--- config.mk ---
export PLATFORM = sky130hd
export DESIGN_NAME = vga_glyph_pipe
export DESIGN_NICKNAME = d
export VERILOG_FILES = /design/src/rtl/vga_pkg.sv /design/src/rtl/vga_blink_gen.sv /design/src/rtl/vga_glyph_pipe.sv
export SDC_FILE = /design/constraint.sdc
export NUM_CORES = 1
export LEC_CHECK = 0
export CAP_MARGIN = 30
export CORE_ASPECT_RATIO = 1.1
export CORE_MARGIN = 1
export CORE_UTILIZATION = 25
export DETAILED_ROUTE_END_ITERATION = 8
export PLACE_DENSITY_LB_ADDON = 0.25
export SLEW_MARGIN = 10
export SYNTH_ARGS = -nofsm -noshare
export SYNTH_HDL_FRONTEND = slang
export SYNTH_SLANG_ARGS = --single-unit
--- constraint.sdc ---
create_clock -name clk -period 1.82 [get_ports clk]
set_clock_uncertainty 0.05 [all_clocks]
set_input_delay 0.182 -clock clk [delete_from_list [all_inputs] [get_ports clk]]
set_output_delay 0.182 -clock clk [all_outputs]
set_load 0.005 [all_outputs]
--- src/rtl/vga_pkg.sv ---
// Shared geometry, pipeline phase and attribute-layout definitions for the
// VGA text-mode glyph pipeline.
package vga_pkg;

  // Character cell and screen geometry
  localparam int unsigned CHAR_W    = 8;
  localparam int unsigned CHAR_H    = 16;
  localparam int unsigned TEXT_COLS = 80;
  localparam int unsigned TEXT_ROWS = 30;

  // Per-slot pipeline phases of the 3-bit phase counter
  localparam logic [2:0] P_ADDR  = 3'd0;
  localparam logic [2:0] P_LATCH = 3'd1;
  localparam logic [2:0] P_FONT  = 3'd2;
  localparam logic [2:0] P_LOAD  = 3'd3;

  // frame_cnt bit that drives blinking (toggles every 16 frames)
  localparam int unsigned BLINK_BIT = 4;

  // Attribute byte field positions
  localparam int unsigned ATTR_FG_LSB = 0;
  localparam int unsigned ATTR_FG_MSB = 3;
  localparam int unsigned ATTR_BG_LSB = 4;
  localparam int unsigned ATTR_BG_MSB = 6;
  localparam int unsigned ATTR_BLINK  = 7;

  typedef struct packed {
    logic       blink;  // [7]
    logic [2:0] bg;     // [6:4] background RGB, intensity always 0
    logic [3:0] fg;     // [3:0] foreground RGBI
  } attr_t;

endpackage

--- src/rtl/vga_blink_gen.sv ---
// Blink generator: counts vsync rising edges and exposes a slow blink phase.
// Ports:
//   clk      - pixel clock
//   rst      - synchronous active-high reset
//   vsync    - vertical sync pulse, active high
//   blink_on - high for 16 frames, low for 16 frames
module vga_blink_gen
  import vga_pkg::*;
(
  input  logic clk,
  input  logic rst,
  input  logic vsync,
  output logic blink_on
);

  logic       vsync_q;
  logic [4:0] frame_cnt;

  always_ff @(posedge clk) begin
    if (rst) begin
      vsync_q   <= 1'b0;
      frame_cnt <= 5'd0;
    end else begin
      vsync_q <= vsync;
      if (vsync && !vsync_q) begin
        frame_cnt <= frame_cnt + 5'd1;
      end
    end
  end

  assign blink_on = frame_cnt[BLINK_BIT];

endmodule

--- src/rtl/vga_glyph_pipe.sv ---
// Text-mode pixel pipeline: fetches character/attribute bytes, looks up the
// glyph row in a synchronous font ROM and shifts 8 pixels per cell out as a
// 4-bit RGBI colour index.
// Ports:
//   clk         - pixel clock
//   rst         - synchronous active-high reset
//   n_pixel_ena - low inside the visible area
//   n_ccol_rst  - low for 4 clocks before the first pixel of each line
//   vy          - current line number
//   vsync       - vertical sync, active high
//   text_d      - text RAM data (async RAM)
//   color_d     - colour RAM data (async RAM)
//   font_d      - font ROM data (sync ROM)
//   ram_a       - text/colour RAM address {vy[8:4], col}
//   font_a      - font ROM address {char, vy[3:0]}
//   rgbi        - pixel colour index, 0 when blanked
module vga_glyph_pipe
  import vga_pkg::*;
(
  input  logic        clk,
  input  logic        rst,
  input  logic        n_pixel_ena,
  input  logic        n_ccol_rst,
  input  logic [9:0]  vy,
  input  logic        vsync,
  input  logic [7:0]  text_d,
  input  logic [7:0]  color_d,
  input  logic [7:0]  font_d,
  output logic [11:0] ram_a,
  output logic [11:0] font_a,
  output logic [3:0]  rgbi
);

  logic [2:0]        p_q;
  logic [6:0]        col_q;
  logic [7:0]        char_q;
  attr_t             attr_q;
  attr_t             attr_s_q;
  logic [CHAR_W-1:0] shift_q;
  logic              blink_on;
  logic [3:0]        fg;
  logic [3:0]        bg;
  logic              unused_vy;

  assign unused_vy = vy[9];

  always_ff @(posedge clk) begin
    if (rst) begin
      p_q      <= 3'd0;
      col_q    <= 7'd0;
      char_q   <= 8'd0;
      attr_q   <= '0;
      attr_s_q <= '0;
      shift_q  <= '0;
    end else begin
      if (!n_ccol_rst) begin
        p_q     <= 3'd0;
        col_q   <= 7'd0;
        shift_q <= '0;
      end else begin
        p_q <= p_q + 3'd1;
        if (p_q == P_LOAD) begin
          // Glyph row arrives while the previous cell's last pixel is shown
          col_q    <= col_q + 7'd1;
          shift_q  <= font_d;
          attr_s_q <= attr_q;
        end else begin
          shift_q <= {shift_q[CHAR_W-2:0], 1'b0};
        end
      end
      if (p_q == P_LATCH) begin
        char_q <= text_d;
        attr_q <= color_d;
      end
    end
  end

  vga_blink_gen u_blink (
    .clk      (clk),
    .rst      (rst),
    .vsync    (vsync),
    .blink_on (blink_on)
  );

  assign ram_a  = {vy[8:4], col_q};
  assign font_a = {char_q, vy[$clog2(CHAR_H)-1:0]};

  always_comb begin
    bg   = {1'b0, attr_s_q.bg};
    fg   = (attr_s_q.blink && blink_on) ? bg : attr_s_q.fg;
    rgbi = 4'h0;
    if (!n_pixel_ena) begin
      rgbi = shift_q[CHAR_W-1] ? fg : bg;
    end
  end

endmodule

# Word-level counts from Yosys, hierarchy flattened
# Cells that the tools add are included.
[totals]
regBits = 48
inputBits = 39
out_inout_bits = 28
wordCells = 30
[op_classes]
addsub = 3
eq_ne = 2
n_mux = 4
bitwise_logic = 2
n_reduce_logical = 6
[ops]
columns = ["operator", "n"]
rows = [
  ["$mux W4", 3],
  ["$mux W8", 1],
  ["$add A7 B1 Y7 const B", 1],
  ["$add A5 B1 Y5 const B", 1],
  ["$add A3 B1 Y3 const B", 1],
  ["$eq A3 B1 Y1 const B", 1],
  ["$eq A3 B2 Y1 const B", 1],
  ["$reduce_or A3 Y1", 1],
  ["$logic_and A1 B1 Y1", 2],
  ["$not A1 Y1", 2],
  ["$reduce_and A2 Y1", 1],
  ["$reduce_or A2 Y1", 1],
  ["$logic_not A1 Y1", 1],
]

# Depth between registers and ports, before layout
[logic_depth]
depth_word = 4
ltp_mapped = 7
depth_no_buf = 5

# Hierarchy
# A second synthesis with hierarchy kept.
[unflattened]
hier_cells = 220
hier_area_um2 = 1944.4
[modules_own_cells]
columns = ["module", "instances", "cells_per_inst", "area_per_inst_um2"]
rows = [
  ["vga_glyph_pipe", 1, 196, 1686.6],
  ["vga_blink_gen", 1, 24, 257.7],
]

# Least setup slack after synthesis
# No wires, ideal clock.
[synth_path]
path_type = "register to register"
start = "register p_q[0]"
end = "register col_q[6]"
setup_time_ns = 0.070
arrival_ns = 1.318
required_time_ns = 1.700
path_slack_ns = 0.383
path_stages_with_launch = 7
cell_sequence = "dfxtp_1 ha_1 ha_1 buf_4 nand4_2 or3_1 a21oi_1"
[synth_between]
elab_chain_cells = 1
[synth_rtl]
columns = ["item", "line", "rtl"]
rows = [
  ["start: declaration", "vga_glyph_pipe.sv:34", "logic [2:0] p_q;"],
  ["start signal: assignment", "vga_glyph_pipe.sv:61", "p_q <= p_q + 3'd1;"],
  ["$eq A3 B2 Y1", "vga_glyph_pipe.sv:62", "if (p_q == P_LOAD) begin"],
  ["end signal: assignment", "vga_glyph_pipe.sv:64", "col_q <= col_q + 7'd1;"],
  ["end: declaration", "vga_glyph_pipe.sv:35", "logic [6:0] col_q;"],
]
# No other way between the ends.
# A chain may end at the register's enable or synchronous reset.

# Final worst setup path
[layout_path]
start = "register attr_s_q[7] (netlist name)"
end = "output port rgbi[0]"
[layout_between]
elab_chain_cells = 4
[layout_rtl]
columns = ["item", "line", "rtl"]
rows = [
  ["start: declaration", "vga_glyph_pipe.sv:38", "attr_t attr_s_q;"],
  ["start signal: assignment", "vga_glyph_pipe.sv:66", "attr_s_q <= attr_q;"],
  ["$logic_and A1 B1 Y1", "vga_glyph_pipe.sv:90", "fg = (attr_s_q.blink && blink_on) ? bg : attr_s_q.fg;"],
  ["$mux W4", "vga_glyph_pipe.sv:90", ""],
  ["$mux W4", "vga_glyph_pipe.sv:93", "rgbi = shift_q[CHAR_W-1] ? fg : bg;"],
  ["$mux W4", "vga_glyph_pipe.sv:92", "if (!n_pixel_ena) begin"],
  ["end: declaration", "vga_glyph_pipe.sv:31", "output logic [3:0] rgbi"],
]
# No other way between the ends.

==> results.ini <==
[critical_path]
crit_type = reg -> out
crit_top_cell = buf_4
r2r_cells = 5
r2r_start = p_q[0]$_SDFF_PP0_
slowest_delay_ps = 330
crit_path_top_delay_cell = dfxtp_1
cp.arrival_ps = 1470
path_cells = a21boi_2, buf_4, buf_4, mux2i_1, nor2_1, dlygate4sd2_1
worst_setup_path_end_kind = output port
r2r_slack_ps = 330
cp_data_required_time_ps = 1590
reg2reg_to = col_q[5]$_SDFFE_PP0N_
startpoint = attr_s_q[7]$_SDFFE_PP0P_
path_max_fanout = 4
startpoint_type = flip-flop

[drt]
drc_errors = 0
first_iter_violations = 47
wire_per_inst_um = 10.1
ant_nets = 0
totalWireLength_mm = 3.75
vias = 1501
dr.pass1.iters = 4
viasPerCell = 4.06

[finish]
n_antenna_cell = 0
multi_input_area_um2 = 837
layout-drive-gt1-share = 0.0981
seq_area_um2 = 963
nets = 309
fillCellCount = 793
layout_commonest_cell = dfxtp_1
fin_util = 0.351
layout_common_cells = dfxtp_1, nand2_1, clkdlybuf4s50_1
areaGrowthSynthToFinish_pct = 35.3

[power]
total_leakage_power_uw = 0.000968
pwr-share-comb = 0.082
swShare = 0.210
p_int_uw = 1630
switchingPower_uw = 433
power_density_mw_per_mm2 = 786
clkPwrFrac = 0.389
seqPwrFrac = 0.529
ir_drop_mv = 0.317

[cts]
clkLatencyLatePin_ps = 300
cts-root-buf = clkbuf_8
clkTransAtPathRegs_ps = 90
htree_levels = 2
numCtsBuffers = 5
cts_max_path_buffers = 2
cts_num_sinks = 48
cts_tree = done

[die]
die_x_um = 85.9
core_area_mm2 = 0.00747
fp-row-count = 33
fp.dieH_um = 94.3
top_level_ports = 67
start_util = 0.259
die_area_mm2 = 0.00810

[yosys]
synth_top_family_by_area = simple AND/OR/NAND/NOR gates
synthAdderAreaFrac = 0.0388
synth-xor-area-share = 0.0271
synthSimpleGateAreaFrac = 0.214
synthCells = 220
yosysWarnings = 0
ys_ff_latch = 48
syn_nets = 265
synth_seq_area_share = 0.496
netlist_area_mm2 = 0.00194
syn_avg_cell_area_um2 = 8.80
synth_mux_area_frac = 0.0736
synth_compound_area_frac = 0.0762
ys_types = 25

[placement]
port_buffers = 47
hpwl_mm = 2.74
finalWeightedCongestion = 0.733

[timing]
slew_headroom = 0.719
fin_crit_ps = 1700
period_share = 0.935
drv_slew = 0
worstMarginPinSlew_ps = 422
fmax_mhz = 588
grt_setup_unrepaired = false
setup_violations = 0
hold_viol = 0
finalSetupTns_ps = 0

[global_routing]
grt_pass1_wl_mm = 6.48
grt_start_max_net_pins = 18
grt_pass1_vias = 1405
overflow = 0
antenna_found_initial = 0
track_usage = 0.102

[flow_run]
drv_cap = 0

[run_status]
outcome = completed

[hold_path]
holdCritStartpoint = vy[1]
min_path_type = in -> out
hold_path_depth = 0
min_to = font_a[1]

## critical path, delay by kind of cell (launching register included)
family	cells	cell delay, ps
buffers and inverters	3	490
multiplexers	1	170
flip-flops	1	330
AND/OR/NAND/NOR	1	50
AO/OA/AOI/OAI	1	130
## routing by layer
| layer | global-route usage | routed length, um | up-vias |
|---|---|---|---|
| li1 | - | - | 798 |
| met1 | 0.124 | 1810 | 671 |
| met2 | 0.163 | 1690 | 24 |
| met3 | 0.0281 | 171 | 8 |
| met4 | 0.0542 | 85 | 0 |
| met5 | 0 | 0 | - |
## how the worst max path moves through the flow
stage          slack, ps                     to
3_5_place_dp         220                rgbi[3]
4_1_cts               40                rgbi[3]
3_3_place_gp         230                rgbi[3]
5_1_grt               10                rgbi[1]
6_report             120                rgbi[0]
2_1_floorplan        380  col_q[6]$_SDFFE_PP0N_
## area by class of cell
class,instances,area share
clock buffer,6,0.0315
clock inverter,2,0.0148
inverter,2,0.00287
multi-input combinational,148,0.319
sequential,48,0.368
tap,105,0.0501
timing repair buffer,59,0.213
## what timing repair did
item	CTS	global route
hold endpoints to repair	0	0
resized for setup	5	2
buffers inserted	2	0
endpoints found under the setup margin	4	2
hold buffers	0	0
## sequential cells by signal, indices dropped and copies added, names as in the netlist
| register | cells |
|---|---|
| u_blink.vsync_q | 1 |
| attr_s_q | 8 |
| attr_q | 8 |
| char_q | 8 |
| col_q | 7 |
| u_blink.frame_cnt | 5 |
| shift_q | 8 |
| p_q | 3 |
## synth_stat cells
cell	number	area share
nand2_1	44	0.085
nand4_1	4	0.013
nor2b_1	5	0.016
mux2_2	2	0.012
a21oi_1	26	0.067
clkbuf_2	3	0.0077
nor2_1	23	0.045
and3b_1	1	0.0045
and2b_1	1	0.0039
ha_1	6	0.039
xnor2_1	2	0.0090
xor2_1	4	0.018
o21ai_0	2	0.0052
nand3b_1	1	0.0039
nand3_1	8	0.021
and3_1	1	0.0032
nand4_2	1	0.0065
a21boi_1	1	0.0039
mux2i_1	12	0.062
dfxtp_1	48	0.50
buf_2	9	0.023
or3_1	2	0.0065
inv_1	2	0.0039
buf_4	10	0.039
nand2b_1	2	0.0065
## metrics by stage
step / cell area [um2] / hold slack, ps / std cells / setup WS (ps) / total power, uW
2_1_floorplan: 1940 / 260 / 220 / 383 / 1200
3_3_place_gp: 2480 / 314 / 360 / 228 / 1290
3_5_place_dp: 2480 / 314 / 360 / 219 / 1290
4_1_cts: 2620 / 314 / 370 / 39.8 / 2100
5_1_grt: 2620 / 314 / 370 / 9.98 / 2170
6_report: 2620 / 314 / 370 / 119 / 2060
## power by group through the flow
stage | Sequential, uW | Clock, uW | Combinational (uW)
after floorplan | 1110 | 0 | 87.6
after global placement | 1110 | 0 | 173
after detailed placement | 1110 | 0 | 174
after CTS | 1090 | 838 | 174
after global routing | 1090 | 888 | 190
final | 1090 | 800 | 170
## cells by family after synthesis
kind of cell / Yosys count
simple gates: 93
flops: 48
mux: 14
buf+inv: 24
fa+ha+maj: 6
compound gates: 29
xor+xnor: 6
Power figures use the tool's default switching activity.
